**src/rtl/game_pkg.sv**
```systemverilog
// Shared types and limits for the whack-a-mole game logic.
package game_pkg;

  typedef enum logic [1:0] {StIdle, StJudge, StAdd, StHeld} judge_state_t;

  typedef logic [3:0] bcd_digit_t;

  localparam int unsigned MAX_COMBO        = 7;
  localparam int unsigned MAX_POINTS_BONUS = 3;
  localparam int unsigned MAX_MISS         = 255;

endpackage

```
**src/rtl/bcd4_counter.sv**
```systemverilog
// Four-digit packed BCD up-counter with synchronous clear, sticky at 9999.
module bcd4_counter
  import game_pkg::*;
(
  input  logic        clk,
  input  logic        rst,
  input  logic        clr,
  input  logic        inc,
  output logic [15:0] count
);

  logic [15:0] count_q, count_d;
  bcd_digit_t  digit;
  logic        carry;

  always_comb begin
    count_d = count_q;
    carry   = 1'b1;
    digit   = '0;
    if (clr) begin
      count_d = '0;
    end else if (inc && count_q != 16'h9999) begin
      for (int i = 0; i < 4; i++) begin
        digit = count_q[4*i +: 4];
        if (carry) begin
          if (digit == 4'd9) begin
            count_d[4*i +: 4] = 4'd0;
          end else begin
            count_d[4*i +: 4] = digit + 4'd1;
            carry             = 1'b0;
          end
        end
      end
    end
  end

  always_ff @(posedge clk) begin
    if (rst) count_q <= '0;
    else     count_q <= count_d;
  end

  assign count = count_q;

endmodule

```
**src/rtl/mole_hit_judge.sv**
```systemverilog
// Turns scanner key strobes into single presses, judges them against the lit
// mole mask and keeps the score, combo and miss tallies.
module mole_hit_judge
  import game_pkg::*;
#(
  parameter int unsigned RELEASE_TIMEOUT = 250000,
  parameter int unsigned TMR_W           = 18
) (
  input  logic        clk,
  input  logic        rst,
  input  logic [3:0]  key_code,
  input  logic        key_en,
  input  logic [15:0] mole_mask,
  input  logic        game_active,
  output logic        hit_pulse,
  output logic        miss_pulse,
  output logic [3:0]  hit_idx,
  output logic [15:0] clear_req,
  output logic [15:0] score_bcd,
  output logic [2:0]  combo,
  output logic [7:0]  miss_cnt,
  output logic        busy
);

  judge_state_t     state_q, state_d;
  logic [3:0]       cur_code_q, cur_code_d;
  logic [3:0]       pend_code_q, pend_code_d;
  logic             pend_valid_q, pend_valid_d;
  logic [TMR_W-1:0] timer_q, timer_d;
  logic [2:0]       add_left_q, add_left_d;
  logic [2:0]       combo_q, combo_d;
  logic [7:0]       miss_cnt_q, miss_cnt_d;
  logic [3:0]       hit_idx_q, hit_idx_d;
  logic [15:0]      clear_q, clear_d;
  logic             hit_q, hit_d, miss_q, miss_d;
  logic             inc_q, inc_d, busy_q, busy_d;
  logic             active_q;
  logic             active_rise;
  logic             key_new;

  assign active_rise = game_active & ~active_q;
  assign key_new     = key_en && (key_code != cur_code_q);

  always_comb begin
    state_d      = state_q;
    cur_code_d   = cur_code_q;
    pend_code_d  = pend_code_q;
    pend_valid_d = pend_valid_q;
    timer_d      = timer_q;
    add_left_d   = add_left_q;
    combo_d      = combo_q;
    miss_cnt_d   = miss_cnt_q;
    hit_idx_d    = hit_idx_q;
    clear_d      = '0;
    hit_d        = 1'b0;
    miss_d       = 1'b0;
    inc_d        = 1'b0;

    if (!game_active) begin
      state_d      = StIdle;
      pend_valid_d = 1'b0;
      timer_d      = '0;
    end else begin
      if (active_rise) begin
        combo_d    = '0;
        miss_cnt_d = '0;
      end
      unique case (state_q)
        StIdle: begin
          if (key_en) begin
            cur_code_d = key_code;
            timer_d    = '0;
            state_d    = StJudge;
          end
        end
        StJudge: begin
          hit_idx_d = cur_code_q;
          timer_d   = '0;
          if (mole_mask[cur_code_q]) begin
            hit_d      = 1'b1;
            clear_d    = 16'd1 << cur_code_q;
            add_left_d = 3'd1 + ((combo_q > 3'(MAX_POINTS_BONUS)) ?
                                 3'(MAX_POINTS_BONUS) : combo_q);
            combo_d    = (combo_q == 3'(MAX_COMBO)) ? combo_q : combo_q + 3'd1;
            state_d    = StAdd;
          end else begin
            miss_d     = 1'b1;
            combo_d    = '0;
            miss_cnt_d = (miss_cnt_q == 8'(MAX_MISS)) ? miss_cnt_q : miss_cnt_q + 8'd1;
            state_d    = StHeld;
          end
          if (key_new) begin
            pend_valid_d = 1'b1;
            pend_code_d  = key_code;
          end
        end
        StAdd: begin
          inc_d   = 1'b1;
          timer_d = '0;
          if (add_left_q <= 3'd1) state_d = StHeld;
          else                    add_left_d = add_left_q - 3'd1;
          if (key_new) begin
            pend_valid_d = 1'b1;
            pend_code_d  = key_code;
          end
        end
        StHeld: begin
          if (pend_valid_q) begin
            // A press that arrived while busy is judged before anything else.
            cur_code_d   = pend_code_q;
            timer_d      = '0;
            state_d      = StJudge;
            pend_valid_d = key_en && (key_code != pend_code_q);
            if (key_en) pend_code_d = key_code;
          end else if (key_new) begin
            cur_code_d = key_code;
            timer_d    = '0;
            state_d    = StJudge;
          end else if (key_en) begin
            timer_d = '0;
          end else if (timer_q == TMR_W'(RELEASE_TIMEOUT - 1)) begin
            timer_d = '0;
            state_d = StIdle;
          end else begin
            timer_d = timer_q + 1'b1;
          end
        end
        default: state_d = StIdle;
      endcase
    end

    busy_d = (state_d == StJudge) || (state_d == StAdd);
  end

  always_ff @(posedge clk) begin
    if (rst) begin
      state_q      <= StIdle;
      cur_code_q   <= '0;
      pend_code_q  <= '0;
      pend_valid_q <= 1'b0;
      timer_q      <= '0;
      add_left_q   <= '0;
      combo_q      <= '0;
      miss_cnt_q   <= '0;
      hit_idx_q    <= '0;
      clear_q      <= '0;
      hit_q        <= 1'b0;
      miss_q       <= 1'b0;
      inc_q        <= 1'b0;
      busy_q       <= 1'b0;
      active_q     <= 1'b0;
    end else begin
      state_q      <= state_d;
      cur_code_q   <= cur_code_d;
      pend_code_q  <= pend_code_d;
      pend_valid_q <= pend_valid_d;
      timer_q      <= timer_d;
      add_left_q   <= add_left_d;
      combo_q      <= combo_d;
      miss_cnt_q   <= miss_cnt_d;
      hit_idx_q    <= hit_idx_d;
      clear_q      <= clear_d;
      hit_q        <= hit_d;
      miss_q       <= miss_d;
      inc_q        <= inc_d;
      busy_q       <= busy_d;
      active_q     <= game_active;
    end
  end

  // Increment is registered so each point lands one edge after its ADD cycle.
  bcd4_counter u_score (
    .clk   (clk),
    .rst   (rst),
    .clr   (active_rise),
    .inc   (inc_q),
    .count (score_bcd)
  );

  assign hit_pulse  = hit_q;
  assign miss_pulse = miss_q;
  assign hit_idx    = hit_idx_q;
  assign clear_req  = clear_q;
  assign combo      = combo_q;
  assign miss_cnt   = miss_cnt_q;
  assign busy       = busy_q;

endmodule

```
**config.mk**
```make
export PLATFORM = sky130hd
export DESIGN_NAME = mole_hit_judge
export DESIGN_NICKNAME = d
export VERILOG_FILES = /design/src/rtl/game_pkg.sv /design/src/rtl/bcd4_counter.sv /design/src/rtl/mole_hit_judge.sv
export SDC_FILE = /design/constraint.sdc
export NUM_CORES = 1
export LEC_CHECK = 0
export ABC_AREA = 1
export BUFFER_PORTS_ARGS = -buffer_cell sky130_fd_sc_hd__buf_2
export CAP_MARGIN = 15
export CELL_PAD_IN_SITES_DETAIL_PLACEMENT = 0
export CELL_PAD_IN_SITES_GLOBAL_PLACEMENT = 1
export CORE_AREA = 2 2 106 108
export DETAILED_ROUTE_END_ITERATION = 6
export DIE_AREA = 0 0 108 110
export GPL_TIMING_DRIVEN = 0
export PLACE_DENSITY_LB_ADDON = 0.1
export SLEW_MARGIN = 20
export SYNTH_ARGS = -nofsm -noshare
export SYNTH_HDL_FRONTEND = slang
export SYNTH_SLANG_ARGS = --single-unit
```
**constraint.sdc**
```tcl
create_clock -name clk -period 2.6 [get_ports clk]
set_clock_uncertainty 0.15 [all_clocks]
set_input_delay 0.52 -clock clk [delete_from_list [all_inputs] [get_ports clk]]
set_output_delay 0.52 -clock clk [all_outputs]
set_load 0.005 [all_outputs]
```
==> results of run 1 <==
Yosys cell counts:
| cell type | n |
|---|---|
| nand2_4 | 2 |
| o21bai_1 | 1 |
| a31oi_1 | 5 |
| nand3_2 | 2 |
| nand4_1 | 12 |
| nand3b_1 | 1 |
| o21ai_0 | 34 |
| and3_1 | 1 |
| nand3_1 | 33 |
| or2_2 | 3 |
| buf_4 | 1 |
| nor3b_1 | 5 |
| a41oi_1 | 2 |
| dfxtp_1 | 84 |
| nor2_1 | 81 |
| nor2_8 | 1 |
| a211oi_1 | 4 |
| nor3_2 | 16 |
| xor2_1 | 14 |
| buf_2 | 5 |
| a21oi_4 | 1 |
| inv_2 | 2 |
| ha_1 | 12 |
| nand2_2 | 1 |
| nor3_1 | 14 |
| clkbuf_1 | 6 |
| nor4_1 | 1 |
| a21oi_1 | 27 |
| a221oi_1 | 1 |
| nand2_1 | 133 |
| buf_6 | 1 |
| o22ai_1 | 3 |
| xnor2_1 | 7 |
| inv_1 | 77 |
timing repair:
item	4_1_cts	5_1_grt
endpoints found under the hold margin	0	0
resized for setup	0	2
endpoints found under the setup margin	0	12
logic make-up after synthesis:
group                      after synthesis  share of synthesized area [%]
AOI/OAI and AO/OA                       78                           10.3
xor gates and xnor gates                21                           4.35
adders and majority gates               12                           3.55
buffers and inverters                   92                           8.57
DFF                                     84                           39.7
and+or+nand+nor                        306                           33.5
per-layer routing:
metal / track usage [%] / share of wire [%]
met5: 0 / 0
met4: 6.32 / 0.95
met3: 2.76 / 4.2
met2: 28.2 / 46
met1: 22.6 / 49
state kept, by name (all words and copies together), names as in the netlist:
name,flops
busy,1
state_q,2
miss_cnt,8
timer_q,18
cur_code_q,4
hit_idx,4
active_q,1
pend_code_q,4
inc_q,1
add_left_q,3
hit_pulse,1
miss_pulse,1
pend_valid_q,1
clear_req,16
u_score.count,16
combo,3
through the flow:
stage | area, sq um | util (%)
detailed placement | 4770 | 44.6
floorplan | 4230 | -
global route | 4950 | 46.3
CTS | 4950 | 46.3
global placement | 4770 | 44.6
finish | 4950 | 46.3
power by group through the flow:
stage / Combinational, uW / Sequential, uW / Clock, uW
floorplan: 229 / 1370 / 0
global placement: 326 / 1370 / 0
detailed placement: 330 / 1370 / 0
CTS: 332 / 1340 / 910
global route: 374 / 1350 / 962
finish: 327 / 1340 / 871
placed cells by master (no fill, tap or decap), drive strengths merged:
cell type / instances
a211oi: 4
a21oi: 28
a221oi: 1
a31oi: 5
a41oi: 2
and3: 1
buf: 79
clkbuf: 21
clkinv: 1
dfxtp: 84
ha: 12
inv: 79
nand2: 136
nand3: 35
nand3b: 1
nand4: 12
nor2: 82
nor3: 30
nor3b: 5
nor4: 1
o21ai: 34
o21bai: 1
o22ai: 3
or2: 3
xnor2: 7
xor2: 14
area by class of cell:
class	instances	area [sq um]	area share, %
Clock inverter	1	5.00	0.101
Inverter	79	297	5.99
Multi-Input combinational cell	417	2190	44.2
Timing Repair Buffer	72	360	7.28
Sequential cell	84	1680	34.0
Clock buffer	15	176	3.56
Tap cell	140	175	3.54
Buffer	13	66.3	1.34
critical path, stage by stage, from the launching register on:
cell and delay (ps):
dfxtp_1 420, inv_1 90, ha_1 240, inv_1 110
nor2_2 100, inv_2 160, nand4_1 140, or2_2 330
nor2_1 140, nand2_1 90, o21bai_1 130, nor2_1 50
worst min-delay path by stage:
stage	from	cells after the start	slack, ps	end
after floorplan	add_left_q[2]	2	300	add_left_q[2]
after global placement	u_score.count[6]	2	310	u_score.count[6]
after detailed placement	miss_cnt[4]	2	320	miss_cnt[4]
after CTS	key_code[2]	3	330	cur_code_q[2]
after global routing	key_code[2]	3	350	cur_code_q[2]
final	miss_cnt[4]	2	330	miss_cnt[4]
==> results.ini, run 1 <==
[status]
outcome = complete, no violations

[placement]
routabilityCongestion = 0.799
post-dp-hpwl_um = 7470
dp_cells = 805
io_buffers = 72
post-place-ws_ps = 153

[die]
rows = 38
start_util_pct = 39.6
dieArea_sq_um = 11900
pin_count = 74
die_h_um = 110
die_x_um = 108
coreArea_sq_um = 10700

[route]
num_vias = 3855
ant_nets = 0
routed_wl_um = 9890
routedWlPerCell_um = 12.0
via_per_inst = 4.70
first_pass_iters = 6
drc_errors = 0
drt-initial-drc-count = 144

[power]
p_comb_share_pct = 12.9
clkPwrFrac_pct = 34.3
powerDensity_nw_per_um2 = 513
power_switching_uw = 685
peakVddDrop_v = 0.000264
p_total_uw = 2540
swShare_pct = 27.0
internal_power_uw = 1850
p_seq_share_pct = 52.8
leakage_uw = 0.00228

[sta]
fin_crit_sh_pct = 85.7
fin_ws_ps = 372
setup_violations = 0
period_minus_slack_ps = 2230
tns_ps = 0
fmax_mhz = 449
rsz0062_at_grt = false
max-slew-margin-rel_pct = 67.8
worst_slew_pin_slew_ps = 479
holdWs_ps = 330
hold_viol = 0
slew_violations = 0

[critical_path]
critPathArrivalTime_ps = 2320
crit_end = timer_q[17]
worstPathMaxFanout = 8
reg2reg_to = timer_q[17]
worst_setup_path_end_kind = flop
start_kind = flop
startpoint = state_q[0]
reg2regPathDepth = 11
cp.required_ps = 2690
rrSetupSlack_ps = 370
r2r_start = state_q[0]
critPathKind = flop to flop

[cts]
cts_tree = yes
max-clock-path-buffers = 2
cts_max_level = 3
root_buffer = clkbuf_8
cts.clk_slew.worst_paths_ps = 90
postCtsSetupBuffers = 0
cts-hold-fix-buffers = 0
numCtsBuffers = 9
cts_sinks = 84
worstSkewPairLatency_ps = 350

[finish]
nFillCells = 1118
syn_to_final_growth_pct = 17.0
layout-drive-gt1-share_pct = 17.9
fin_cells = 821
diodes = 0
nets = 712

[synth]
syn_inst = 593
ys_seq_elements = 84
ys_types = 34
ys_seq_area_share_pct = 39.7
yosys.area.top_type_share_pct = 39.7
syn_area_sq_um = 4230
syn_nets = 629
synth_area_per_cell_sq_um = 7.14
yosys-top-cells-area = dfxtp_1 40%, nand2_1 12%, nor2_1 7.2%, inv_1 6.8%, o21ai_0 4.0%
yosys_warnings = 0
synth_area_leader_cell = dfxtp_1

[hold_path]
hp-class = flop to flop

[grt]
grt_max_degree = 13
track_usage_pct = 17.1
grt-ovfl-total = 0
grt_pass1_wl_um = 16100
grt_pass1_vias = 3393
grt_antenna_before_repair = 0

[run]
maxCapViolations = 0

(Power assumes the default switching activity.)
==> inputs of run 2 (changes only) <==
- CORE_AREA: 2 2 106 108 -> 2 2 110 112
- CTS_BUF_LIST: default -> sky130_fd_sc_hd__clkbuf_4
- DIE_AREA: 0 0 108 110 -> 0 0 112 114
- clock period: 2.6 -> 2 ns (I/O delays scaled with it)
==> results.ini, run 2 (same netlist as run 1, synthesis figures left out) <==
[placement]
io_buffers = 72
dp_cells = 812
post-dp-hpwl_um = 7530
routabilityCongestion = 0.800

[finish]
layout.cells.most_common = nand2_1
layout_common_cells = 123 x nand2_1, 75 x dfxtp_1, 73 x nor2_1, 73 x buf_2, 72 x inv_1
diodes = 0
nets = 735
largest_reg_flops = 18
top_register = timer_q
syn_to_final_growth_pct = 27.6
fin_cells = 851
layout-drive-gt1-share_pct = 27.3

[power]
clkPwrFrac_pct = 35.4
p_seq_share_pct = 49.6
swShare_pct = 27.7
leakage_uw = 0.00244
peakVddDrop_v = 0.000287
powerDensity_nw_per_um2 = 654
power_switching_uw = 979
p_comb_share_pct = 15.0
internal_power_uw = 2550

[die]
start_util_pct = 36.1
die_x_um = 112
coreArea_sq_um = 11700
die_h_um = 114
rows = 40
dieArea_sq_um = 12800
pin_count = 74

[hold_path]
hp-class = input port to flop
hold_path_end = cur_code_q[0]
min_from = key_code[0]
min_path_cells = 3

[cts]
max-clock-path-buffers = 2
cts_max_level = 3
worstSkewPairLatency_ps = 460
cts.clk_slew.worst_paths_ps = 140
cts_tree = yes
root_buffer = clkbuf_4
cts-hold-fix-buffers = 0
cts_sinks = 84
numCtsBuffers = 9

[sta]
rsz0062_at_grt = true
hold_viol = 0
setup_violations = 0
slew_violations = 0
holdWs_ps = 93.7
period_minus_slack_ps = 1920
max-slew-margin-rel_pct = 63.4
worst_slew_pin_slew_ps = 549
fmax_mhz = 520
fin_crit_sh_pct = 96.2

[grt]
track_usage_pct = 16.6
grt_pass1_vias = 3656
grt_pass1_wl_um = 17100
grt_antenna_before_repair = 0
grt_max_degree = 15
grt-ovfl-total = 0

[critical_path]
critPathArrivalTime_ps = 2170
reg2reg_to = clear_req[4]
reg2regPathDepth = 11
r2r_start = cur_code_q[0]
critPathKind = flop to flop
rrSetupSlack_ps = 80
cp.required_ps = 2250
worst_setup_path_end_kind = flop
startpoint = cur_code_q[0]
worstPathMaxFanout = 8
start_kind = flop

[route]
ant_nets = 0
first_pass_iters = 4
routed_wl_um = 10200
drt-initial-drc-count = 166
via_per_inst = 4.68
drc_errors = 0
routedWlPerCell_um = 11.9
num_vias = 3983

[status]
outcome = complete, no violations

[run]
maxCapViolations = 0

run 2: critical path, stage by stage (launching register included):
cell and delay, ps:
dfxtp_4 440, buf_8 130, nand2_2 50, nand2_2 60, nand2_1 50, nand4_1 130, nand3_4 130, a21oi_4 170
inv_2 80, nor2_8 190, nand2_8 110, nor3_4 170
run 2: how the worst max path moves through the flow:
| stage | depth (start not counted) | endpoint |
|---|---|---|
| finish | 11 | clear_req[4] |
| CTS | 9 | miss_cnt[0] |
| floorplan | 11 | timer_q[17] |
| detailed placement | 9 | timer_q[14] |
| global placement | 9 | timer_q[14] |
| global route | 11 | timer_q[17] |
run 2: routing by layer:
layer	track usage [%]	vias to the layer above	share of wire, %
met4	8.29	0	2.6
met1	21.1	1770	48
met2	27.4	68	46
li1	-	2125	-
met5	0	-	0
met3	2.92	20	3.7
run 2: layout make-up:
type	count	area (sq um)
fillers	1240	6310
clock buffers	9	67.6
flip-flops and latches	84	1700
inverters	79	305
clock inverters	7	115
plain buffers	13	95.1
repair buffers	95	554
well taps	147	184
multi-input cells	417	2380
run 2: what timing repair did:
item                                    in CTS  in global routing
gates resized for setup                     22                 56
endpoints found under the setup margin      57                 65
setup buffers                                7                 15
cloned                                       0                  1
pin swaps                                    2                 13
run 2: stage by stage:
step | power [uW] | setup TNS, ps | setup WS, ps | util (%) | area [sq um]
detailed placement | 2210 | -7040 | -371 | 40.8 | 4780
floorplan | 2080 | 0 | 18.7 | - | 4230
global placement | 2210 | -6420 | -335 | 40.8 | 4780
CTS | 3510 | -5.30 | -5.30 | 43.4 | 5080
global route | 3730 | -257 | -86.1 | 46.1 | 5400
finish | 3530 | 0 | 75.1 | 46.1 | 5400
run 2: power groups by stage:
| stage | Combinational (uW) | Clock (uW) | Sequential [uW] |
|---|---|---|---|
| floorplan | 299 | 0 | 1780 |
| global placement | 430 | 0 | 1780 |
| detailed placement | 431 | 0 | 1780 |
| CTS | 455 | 1310 | 1750 |
| global route | 598 | 1380 | 1760 |
| finish | 531 | 1250 | 1750 |
